--- config.mk ---
export PLATFORM = sky130hd
export DESIGN_NAME = edit_field_ctrl
export DESIGN_NICKNAME = d
export VERILOG_FILES = /design/src/rtl/edit_field_ctrl_pkg.sv /design/src/rtl/edit_field_ctrl_debounce_btn.sv /design/src/rtl/edit_field_ctrl.sv
export SDC_FILE = /design/constraint.sdc
export NUM_CORES = 1
export LEC_CHECK = 0
export ABC_AREA = 1
export CAP_MARGIN = 20
export CORE_ASPECT_RATIO = 0.8
export CORE_UTILIZATION = 49
export DETAILED_ROUTE_END_ITERATION = 10
export GPL_ROUTABILITY_DRIVEN = 0
export HOLD_SLACK_MARGIN = 0.02
export PLACE_DENSITY = 0.65
export SLEW_MARGIN = 25
export SYNTH_ARGS = -nofsm -noshare
export SYNTH_HDL_FRONTEND = slang
export SYNTH_SLANG_ARGS = --single-unit
--- constraint.sdc ---
create_clock -name clk -period 5.3 [get_ports clk]
set_input_delay 0.53 -clock clk [delete_from_list [all_inputs] [get_ports clk]]
set_output_delay 0.53 -clock clk [all_outputs]
set_load 0.03 [all_outputs]
--- src/rtl/edit_field_ctrl_pkg.sv ---
// Shared field codes, group codes and step FSM types for the edit-field front-end.
// Also holds helpers that map a group to its field codes and step between fields.
package edit_field_ctrl_pkg;

    localparam int CNT_W = 26;

    localparam logic [3:0] FLD_NONE = 4'd0;
    localparam logic [3:0] FLD_SS   = 4'd1;
    localparam logic [3:0] FLD_MM   = 4'd2;
    localparam logic [3:0] FLD_HH   = 4'd3;
    localparam logic [3:0] FLD_DD   = 4'd4;
    localparam logic [3:0] FLD_MES  = 4'd5;
    localparam logic [3:0] FLD_AA   = 4'd6;
    localparam logic [3:0] FLD_SS_T = 4'd8;
    localparam logic [3:0] FLD_MM_T = 4'd9;
    localparam logic [3:0] FLD_HH_T = 4'd10;

    localparam logic [1:0] GRP_NONE = 2'd0;
    localparam logic [1:0] GRP_CLK  = 2'd1;
    localparam logic [1:0] GRP_DATE = 2'd2;
    localparam logic [1:0] GRP_TMR  = 2'd3;

    localparam int BTN_UP = 0;
    localparam int BTN_DN = 1;
    localparam int BTN_L  = 2;
    localparam int BTN_R  = 3;

    typedef enum logic [1:0] {
        ST_IDLE,
        ST_FIRST,
        ST_HOLD,
        ST_REPEAT
    } step_st_e;

    function automatic logic [3:0] grp_first(input logic [1:0] g);
        logic [3:0] f;
        case (g)
            GRP_CLK:  f = FLD_SS;
            GRP_DATE: f = FLD_DD;
            GRP_TMR:  f = FLD_SS_T;
            default:  f = FLD_NONE;
        endcase
        return f;
    endfunction

    // Every group spans three consecutive codes starting at its first code.
    function automatic logic [3:0] fld_step(input logic [3:0] code,
                                            input logic [1:0] g,
                                            input logic       fwd);
        logic [3:0] lo;
        logic [3:0] hi;
        lo = grp_first(g);
        hi = lo + 4'd2;
        if (g == GRP_NONE) return FLD_NONE;
        if (fwd) return (code == hi) ? lo : code + 4'd1;
        return (code == lo) ? hi : code - 4'd1;
    endfunction

endpackage

--- src/rtl/edit_field_ctrl_debounce_btn.sv ---
// Button conditioner: 2-FF synchroniser, stability counter, rise pulse.
// Ports: clk, reset, btn_i (raw), level_o (debounced), rise_o (1-clk press).
module debounce_btn #(
    parameter int DEB_CYCLES = 1_000_000
) (
    input  logic clk,
    input  logic reset,
    input  logic btn_i,
    output logic level_o,
    output logic rise_o
);

    localparam int CW = $clog2(DEB_CYCLES + 1);
    localparam logic [CW-1:0] LAST = CW'(DEB_CYCLES - 1);

    logic          meta_q;
    logic          sync_q;
    logic          level_q;
    logic          rise_q;
    logic [CW-1:0] cnt_q;

    // The counter tracks consecutive samples that disagree with the
    // accepted level; any agreeing sample restarts the count.
    always_ff @(posedge clk) begin
        if (reset) begin
            meta_q  <= 1'b0;
            sync_q  <= 1'b0;
            level_q <= 1'b0;
            rise_q  <= 1'b0;
            cnt_q   <= '0;
        end else begin
            meta_q <= btn_i;
            sync_q <= meta_q;
            rise_q <= 1'b0;
            if (sync_q == level_q) begin
                cnt_q <= '0;
            end else if (cnt_q == LAST) begin
                level_q <= sync_q;
                rise_q  <= sync_q;
                cnt_q   <= '0;
            end else begin
                cnt_q <= cnt_q + 1'b1;
            end
        end
    end

    assign level_o = level_q;
    assign rise_o  = rise_q;

endmodule

--- src/rtl/edit_field_ctrl.sv ---
// Edit-path front-end: debounced buttons, field select, step/auto-repeat.
// Ports: clk, reset, btn_up/down/left/right, prog_sel -> en_count, enUP, enDOWN.
module edit_field_ctrl
    import edit_field_ctrl_pkg::*;
#(
    parameter int DEB_CYCLES  = 1_000_000,
    parameter int HOLD_CYCLES = 50_000_000,
    parameter int REP_CYCLES  = 25_000_000
) (
    input  logic       clk,
    input  logic       reset,
    input  logic       btn_up,
    input  logic       btn_down,
    input  logic       btn_left,
    input  logic       btn_right,
    input  logic [1:0] prog_sel,
    output logic [3:0] en_count,
    output logic       enUP,
    output logic       enDOWN
);

    localparam logic [CNT_W-1:0] HOLD_LD = CNT_W'(HOLD_CYCLES - 1);
    localparam logic [CNT_W-1:0] REP_LD  = CNT_W'(REP_CYCLES - 1);

    logic [3:0] raw;
    logic [3:0] lvl;
    logic [3:0] rise;

    assign raw = {btn_right, btn_left, btn_down, btn_up};

    for (genvar i = 0; i < 4; i++) begin : g_deb
        debounce_btn #(.DEB_CYCLES(DEB_CYCLES)) u_deb (
            .clk     (clk),
            .reset   (reset),
            .btn_i   (raw[i]),
            .level_o (lvl[i]),
            .rise_o  (rise[i])
        );
    end

    // Step keys work on levels, field keys on press edges.
    logic unused_bits;
    assign unused_bits = ^{rise[BTN_UP], rise[BTN_DN], lvl[BTN_L], lvl[BTN_R]};

    logic [1:0] prog_q;
    logic [3:0] fld_q, fld_d;
    logic       fld_chg;
    logic       go_r, go_l;

    assign go_r = rise[BTN_R] & ~rise[BTN_L];
    assign go_l = rise[BTN_L] & ~rise[BTN_R];

    always_comb begin
        fld_d = fld_q;
        if (prog_sel != prog_q) begin
            fld_d = grp_first(prog_sel);
        end else if (fld_q != FLD_NONE && go_r) begin
            fld_d = fld_step(fld_q, prog_q, 1'b1);
        end else if (fld_q != FLD_NONE && go_l) begin
            fld_d = fld_step(fld_q, prog_q, 1'b0);
        end
    end

    assign fld_chg = (fld_d != fld_q);

    step_st_e         st_q, st_d;
    logic [CNT_W-1:0] cnt_q, cnt_d;
    logic             dir_q, dir_d;
    logic             lock_q, lock_d;
    logic             up_q, up_d;
    logic             dn_q, dn_d;
    logic             step;
    logic             up, dn, both, held;

    assign up   = lvl[BTN_UP];
    assign dn   = lvl[BTN_DN];
    assign both = up & dn;
    assign held = dir_q ? up : dn;

    // lock_q blocks a new step sequence after a field change or a
    // both-keys chord until every step key has been released.
    always_comb begin
        st_d   = st_q;
        cnt_d  = cnt_q;
        dir_d  = dir_q;
        lock_d = lock_q;
        step   = 1'b0;
        if (!up && !dn) begin
            lock_d = 1'b0;
        end else if (fld_chg || both) begin
            lock_d = 1'b1;
        end
        unique case (st_q)
            ST_IDLE: begin
                if (!lock_q && !fld_chg && (up ^ dn)
                    && fld_q != FLD_NONE) begin
                    st_d  = ST_FIRST;
                    dir_d = up;
                end
            end
            ST_FIRST: begin
                if (fld_chg) begin
                    st_d = ST_IDLE;
                end else begin
                    step  = 1'b1;
                    cnt_d = HOLD_LD;
                    st_d  = ST_HOLD;
                end
            end
            ST_HOLD, ST_REPEAT: begin
                if (fld_chg || !held || both) begin
                    st_d = ST_IDLE;
                end else if (cnt_q == '0) begin
                    step  = 1'b1;
                    cnt_d = REP_LD;
                    st_d  = ST_REPEAT;
                end else begin
                    cnt_d = cnt_q - 1'b1;
                end
            end
        endcase
        up_d = step & dir_q & (fld_q != FLD_NONE);
        dn_d = step & ~dir_q & (fld_q != FLD_NONE);
    end

    always_ff @(posedge clk) begin
        if (reset) begin
            prog_q <= GRP_NONE;
            fld_q  <= FLD_NONE;
            st_q   <= ST_IDLE;
            cnt_q  <= '0;
            dir_q  <= 1'b0;
            lock_q <= 1'b0;
            up_q   <= 1'b0;
            dn_q   <= 1'b0;
        end else begin
            prog_q <= prog_sel;
            fld_q  <= fld_d;
            st_q   <= st_d;
            cnt_q  <= cnt_d;
            dir_q  <= dir_d;
            lock_q <= lock_d;
            up_q   <= up_d;
            dn_q   <= dn_d;
        end
    end

    assign en_count = fld_q;
    assign enUP     = up_q;
    assign enDOWN   = dn_q;

endmodule
=== Yosys cells after proc, flatten, opt, wreduce, memory -nomap -nowiden ===
Cells that the tools add are included.

* $add $sub $neg: 9
* Eq/ne operators: 26
* Mux-type cells: 40
* Bitwise logic cells: 17
* Reductions and logical operators: 34

{| class="wikitable"
|+ Operator list
! kind !! number
|-
| $add 20x1->20 const B || 4
|-
| $eq 20x20->1 const B || 4
|-
| $mux 26 || 3
|-
| $mux 4 || 15
|-
| $pmux 26 s2 || 1
|-
| $logic_not 26->1 || 1
|-
| $sub 26x1->26 const B || 1
|-
| $pmux 4 s3 || 2
|-
| $reduce_or 3->1 || 6
|-
| $mux 1 || 13
|-
| $eq 2x2->1 const B || 6
|-
| $eq 4x4->1 || 3
|-
| $reduce_and 2->1 || 6
|-
| $not 1->1 || 9
|-
| $add 4x2->4 const B || 2
|-
| $mux 2 || 4
|-
| $and 1x1->1 || 7
|-
| $eq 2x1->1 const B || 3
|-
| $logic_and 1x1->1 || 6
|-
| $ne 2x2->1 const B || 3
|-
| $pmux 2 s3 || 1
|-
| $logic_not 1->1 || 5
|-
| $add 4x1->4 const B || 1
|-
| $eq 1x1->1 || 4
|-
| other kinds (12) || 16
|}

* Bits in registers: 132
* Output and inout bits: 6
* Logic and storage cells: 152

=== Depth between registers and ports, before layout ===
* Depth after elaboration: 19
* Depth in mapped cells: 20
* Mapped depth without buffers: 19

=== Modules after synthesis ===
A second synthesis with hierarchy kept.

* Cells, all modules: 1139
* Area, all modules: 7803.7 um2

{| class="wikitable"
|+ By module, submodules not included
! module !! instances !! cells each !! area each (um2) !! sequential area each (um2)
|-
| debounce_btn || 4 || 173 || 1227.4 || 480.5
|-
| edit_field_ctrl || 1 || 447 || 2894.0 || 760.7
|}

=== Worst setup path after synthesis ===
OpenSTA, ideal clock, no wires.

* Path kind: register to register
* From: reg fld_q[1], in the netlist en_count[1]
* To: reg cnt_q[0]
* Setup time: 0.118 ns
* Data arrival time: 2.361 ns
* Required time: 5.182 ns
* Path slack: 2.821 ns
* Stages on the path, launching flop included: 19
* Path buffers: 2
* Clock period less this slack: 2.479 ns
* Cell sequence: dfxtp_1 > inv_2 > ha_1 > nand3_2 > nand2_1 > inv_2 > nand3_1 > nand2_1 > inv_1 > nand2_1 > nand2_1 > nand2_1 > nand2_1 > nor2_4 > nand4_2 > buf_6 > buf_6 > nor3_1 > nor2_1

* Word-level cells in the longest chain between the ends: 11
* Elaborated cells on any way between the ends: 23

{| class="wikitable"
|+ RTL lines
! element !! RTL line !! source
|-
| start: declaration || edit_field_ctrl.sv:46 || <nowiki>logic [3:0] fld_q, fld_d;</nowiki>
|-
| start signal: assignment || edit_field_ctrl.sv:138 || <nowiki>fld_q <= fld_d;</nowiki>
|-
| $sub 4x1->4, or another cell as far along || edit_field_ctrl_pkg.sv:56 || <nowiki>return (code == lo) ? hi : code - 4'd1;</nowiki>
|-
| $mux 4 (on tied branches) || edit_field_ctrl_pkg.sv:56, edit_field_ctrl_pkg.sv:55 ||
|-
| $mux 4 (on tied branches) || edit_field_ctrl_pkg.sv:55, edit_field_ctrl_pkg.sv:56 ||
|-
| $mux 4 (on tied branches) || edit_field_ctrl.sv:59, edit_field_ctrl_pkg.sv:55 ||
|-
| $mux 4 || edit_field_ctrl.sv:57 || <nowiki>end else if (fld_q != FLD_NONE && go_r) begin</nowiki>
|-
| $mux 4 || edit_field_ctrl.sv:55 || <nowiki>if (prog_sel != prog_q) begin</nowiki>
|-
| $ne 4x4->1 (*) || edit_field_ctrl.sv:64 || <nowiki>assign fld_chg = (fld_d != fld_q);</nowiki>
|-
| $logic_or 1x1->1 (2 in a row) || edit_field_ctrl.sv:111 || <nowiki>if (fld_chg || !held || both) begin</nowiki>
|-
| $ne 2x2->1 (no source line) || - ||
|-
| $reduce_and 3->1 (no source line) (*) || - ||
|-
| end signal: assignment || edit_field_ctrl.sv:140 || <nowiki>cnt_q <= cnt_d;</nowiki>
|-
| end: declaration || edit_field_ctrl.sv:67 || <nowiki>logic [CNT_W-1:0] cnt_q, cnt_d;</nowiki>
|}

Every way passes the cells marked *; elsewhere a longest branch is shown, timed or not.
A chain may end at the register's enable or synchronous reset.

=== Worst setup path after layout ===
* From: reg fld_q[1], in the netlist en_count[1]
* To: reg dn_q, in the netlist enDOWN

* Word-level cells in the longest chain between the ends: 13
* Elaborated cells on any way between the ends: 25

{| class="wikitable"
|+ RTL lines
! element !! RTL line !! source
|-
| $sub 4x1->4, or another cell as far along || edit_field_ctrl_pkg.sv:56 ||
|-
| $mux 4 (on tied branches) || edit_field_ctrl_pkg.sv:56, edit_field_ctrl_pkg.sv:55 ||
|-
| $mux 4 (on tied branches) || edit_field_ctrl_pkg.sv:55, edit_field_ctrl_pkg.sv:56 ||
|-
| $mux 4 (on tied branches) || edit_field_ctrl.sv:59, edit_field_ctrl_pkg.sv:55 ||
|-
| $mux 4 || edit_field_ctrl.sv:57 ||
|-
| $mux 4 || edit_field_ctrl.sv:55 ||
|-
| $ne 4x4->1 || edit_field_ctrl.sv:64 ||
|-
| $logic_or 1x1->1 (2 in a row) || edit_field_ctrl.sv:111 ||
|-
| $mux 1 || edit_field_ctrl.sv:111 ||
|-
| $pmux 1 s2 || edit_field_ctrl.sv:93 || <nowiki>unique case (st_q)</nowiki>
|-
| $and 1x1->1 || edit_field_ctrl.sv:123 || <nowiki>dn_d = step & ~dir_q & (fld_q != FLD_NONE);</nowiki>
|-
| $and 1x1->1 (*) || edit_field_ctrl.sv:123 ||
|-
| end signal: assignment || edit_field_ctrl.sv:144 || <nowiki>dn_q <= dn_d;</nowiki>
|-
| end: declaration || edit_field_ctrl.sv:71 || <nowiki>logic dn_q, dn_d;</nowiki>
|}

Marks and branches as above.

==> impl_metrics.sql <==
INSERT INTO impl_metrics (metric_group, metric, value, unit) VALUES
('synthesis', 'post_synth_most_frequent_cells', '156 x nand2_1, 152 x nor2_1, 132 x dfxtp_1, 108 x inv_1, 85 x nand3_1', ''),
('cts', 'cts_max_level', '4', ''),
('route', 'num_vias', '5793', ''),
('synthesis', 'synthMostInstantiatedCell', 'nand2_1', ''),
('min_path', 'worst_hold_path_type', 'register to register', ''),
('synthesis', 'share_of_the_yosys_chip_area_belonging_to_registers', '0.398', ''),
('placed_design', 'sum_of_net_half_perimeters_after_detailed_placement', '9.17', 'mm'),
('power_and_ir_drop', 'post-layout-total-power', '2.34', 'mW'),
('route', 'drt_first_iter_violations', '294', ''),
('sta', 'final_max_slew_violation_count', '0', ''),
('sta', 'timing_worst_slew_pin_value', '0.896', 'ns'),
('cts', 'path_clk_slew', '0.06', 'ns'),
('sta', 'number_of_hold_violations_in_the_final_report', '0', ''),
('sta', 'fin_ws', '1.65', 'ns'),
('cts', 'cts_buffers', '17', ''),
('sta', 'fin_setup_tns', '0', 'ns'),
('worst_setup_path', 'worst-path-max-fanout', '25', ''),
('route', 'antenna_violating_nets_post_route', '0', ''),
('floorplanning', 'die_w', '132', 'µm'),
('power_and_ir_drop', 'ir_drop', '301', 'µV'),
('sta', 'layout_worst_path_cycle_share', '0.689', ''),
('route', 'final_routed_wirelength', '13.4', 'mm'),
('power_and_ir_drop', 'p_leak', '2.95', 'nW'),
('floorplanning', 'floorplan.die_area', '14000', 'µm²'),
('sta', 'fmax', '274', 'MHz'),
('synthesis', 'synth-seq-cells', '132', ''),
('route', 'drt_pre_antenna_iters', '5', ''),
('sta', 'max_slew_margin', '0.401', ''),
('cts', 'clock_tree.buffer_depth', '2', ''),
('global_routing', 'grt_start_max_net_pins', '42', ''),
('cts', 'post_cts.repair.setup_buffers', '0', ''),
('route', 'drt-vias-per-instance', '5.10', ''),
('floorplanning', 'die_height', '106', 'µm'),
('cts', 'master_cell_of_the_clock_root_buffer', 'clkbuf_16', ''),
('synthesis', 'synth_area', '6640', 'µm²'),
('run', 'drv.max_cap_violation_count', '0', ''),
('cts', 'numClockSinks', '132', ''),
('global_routing', 'antenna_found_initial', '0', ''),
('worst_setup_path', 'worst_ep_arrival_time', '4.00', 'ns'),
('sta', 'period_minus_slack', '3.65', 'ns'),
('placed_design', 'placement.cell_area', '6860', 'µm²'),
('global_routing', 'global_route.overflow_total', '0', ''),
('floorplanning', 'ios', '14', ''),
('sta', 'worst_case_clock_skew', '0.00522', 'ns'),
('synthesis', 'synth_top_cell_by_area', 'dfxtp_1', ''),
('floorplanning', 'rows', '37', ''),
('worst_setup_path', 'path_class', 'register to register', ''),
('global_routing', 'gr_util_all_layers', '0.207', ''),
('cells_and_area', 'antenna_cells', '0', ''),
('cells_and_area', 'final_nets', '965', ''),
('synthesis', 'synth_fp_nets', '954', ''),
('placed_design', 'port_buffers', '13', ''),
('floorplanning', 'initial_standard_cell_utilization_of_the_core', '0.509', ''),
('worst_setup_path', 'startpoint_type', 'register', ''),
('synthesis', 'syn_inst', '937', ''),
('sta', 'number_of_setup_violations_in_the_final_report', '0', ''),
('route', 'route.detailed.wl_per_inst', '11.8', 'µm'),
('global_routing', 'global_route_wire_length_before_repair', '23.4', 'mm'),
('worst_setup_path', 'timing.critical_path.to_type', 'register', ''),
('synthesis', 'synth_top_area_frac', '0.398', ''),
('cells_and_area', 'area_delta_synth_final', '13.1', '%'),
('sta', 'grt_setup_unrepaired', 'no', ''),
('status', 'outcome', 'finished clean', ''),
('cells_and_area', 'final_layout_size_suffix_gt1_frac', '0.0780', ''),
('worst_setup_path', 'critical_path_required', '5.65', 'ns'),
('cts', 'clock_insertion_delay_worst_skew', '0.42', 'ns'),
('cts', 'cts.hold.buffers_added', '0', ''),
('synthesis', 'ys.flop_type', 'dfxtp_1', ''),
('synthesis', 'syn-mean-instance-area', '7.09', 'µm²'),
('cts', 'post_cts_resized', '0', ''),
('synthesis', 'synth-edff-count', '0', ''),
('power_and_ir_drop', 'power_density', '312', 'nW/µm²'),
('floorplanning', 'floorplan.core_area', '13100', 'µm²'),
('cells_and_area', 'fin_area', '7510', 'µm²'),
('synthesis', 'postSynth.asyncResetShare', '0', ''),
('synthesis', 'post_synth_main_area_contributors', 'dfxtp_1 40%, nand2_1 8.8%, nor2_1 8.6%', ''),
('synthesis', 'synthDistinctLibCells', '42', ''),
('placed_design', 'dp_slack', '1.47', 'ns'),
('global_routing', 'grt_pass1_vias', '5070', ''),
('synthesis', 'synth-warning-count', '0', ''),
('cts', 'tritoncts', 'yes', ''),
('route', 'detailed_route_drc_error_count', '0', '');
-- kinds of logic (layout without fill, tap and decap cells) --
kind of cell | Yosys count | after routing | share of synthesized area
AOI/OAI and AO/OA | 101 | 101 | 0.0835
buffers and inverters | 139 | 163 | 0.0876
DFF | 132 | 132 | 0.398
adders and majority gates | 9 | 9 | 0.0170
and+or+nand+nor | 520 | 520 | 0.367
xor gates and xnor gates | 36 | 36 | 0.0475
-- layer usage --
metal	vias up	wire [µm]	global-route usage
li1	3093	-	-
met1	2563	7040	0.287
met2	119	5590	0.305
met3	18	624	0.0558
met4	0	189	0.0748
met5	-	0	0
-- power breakdown --
| part | total (mW) | internal (mW) | switching [mW] |
|---|---|---|---|
| Clock | 1.26 | 0.827 | 0.432 |
| Combinational | 0.0766 | 0.0261 | 0.0506 |
| Sequential | 1.01 | 0.998 | 0.00772 |
| Total | 2.34 | 1.85 | 0.491 |
-- cell usage in the layout, fill, tap and decap left out, types with 2 or more instances in the layout --
cell type,Yosys,final
inv_2,7,7
o21a_1,5,5
dfxtp_1,132,132
clkinv_2,0,2
ha_1,9,9
clkbuf_8,0,3
nor2_1,152,152
a211oi_1,3,3
nand2_1,156,156
clkinv_4,0,2
o21ai_0,18,18
inv_1,108,108
clkdlybuf4s50_1,0,13
nor3b_1,17,17
nand4_1,27,27
xor2_1,27,27
nor2_4,3,3
nor3_2,4,4
o21ai_1,5,5
xnor2_1,9,9
a21oi_1,62,62
or2_2,8,8
nor4_1,15,15
nand2_2,8,8
and3_1,2,2
nor3_1,30,30
nand3_1,85,85
inv_6,0,2
nor4_2,3,2
clkbuf_16,0,17
o21bai_1,2,2
bufinv_16,0,4
nand3_2,5,5
-- critical path, cell delays in order (launching register included) --
cell      delay, ns
dfxtp_1        0.55
inv_2          0.14
ha_1           0.24
nand3_2        0.11
nand3_2        0.11
nor2_1         0.19
nand3_1        0.10
nand2_1        0.08
nand3_2        0.10
nand3_2        0.09
nand2_2        0.07
nor2_4         0.15
nand3b_1       0.63
nand2_2        0.72
nand3_1        0.20
nor2_1         0.13
-- cell type report --
class | count | area, µm²
Clock buffer | 21 | 470
Tap cell | 175 | 219
Inverter | 117 | 442
Fill cell | 1250 | 5550
Clock inverter | 11 | 173
Multi-Input combinational cell | 666 | 3430
Sequential cell | 132 | 2640
Timing Repair Buffer | 14 | 138
-- sequential cells by signal, indices dropped and copies added, names as in the netlist --
| name | count |
|---|---|
| g_deb.u_deb.sync_q | 4 |
| st_q | 2 |
| g_deb.u_deb.meta_q | 4 |
| g_deb.u_deb.rise_o | 2 |
| dir_q | 1 |
| g_deb.u_deb.level_o | 4 |
| lock_q | 1 |
| enDOWN | 1 |
| enUP | 1 |
| cnt_q | 26 |
| g_deb.u_deb.cnt_q | 80 |
| prog_q | 2 |
| en_count | 4 |
-- final timing paths --
path                                                  startpoint                                to  slack, ns  cells past startpoint
worst max-delay path                      en_count[1]$_SDFF_PP0_                 enDOWN$_SDFF_PP0_       1.65                     15
worst min-delay path            g_deb[1].u_deb.meta_q$_SDFF_PP0_  g_deb[1].u_deb.sync_q$_SDFF_PP0_       0.40                      2
worst max register to register            en_count[1]$_SDFF_PP0_                 enDOWN$_SDFF_PP0_       1.65                     15
worst min register to register  g_deb[1].u_deb.meta_q$_SDFF_PP0_  g_deb[1].u_deb.sync_q$_SDFF_PP0_       0.40                      2
-- metrics by stage --
step           hold WS [ns]  utilization  std cells
3_3_place_gp          0.393        0.525       1104
6_report              0.400        0.575       1136
4_1_cts               0.401        0.575       1136
3_5_place_dp          0.393        0.525       1104
5_1_grt               0.407        0.575       1136
2_1_floorplan         0.388            -        937
Note: power is estimated with default switching activity, not from simulation.
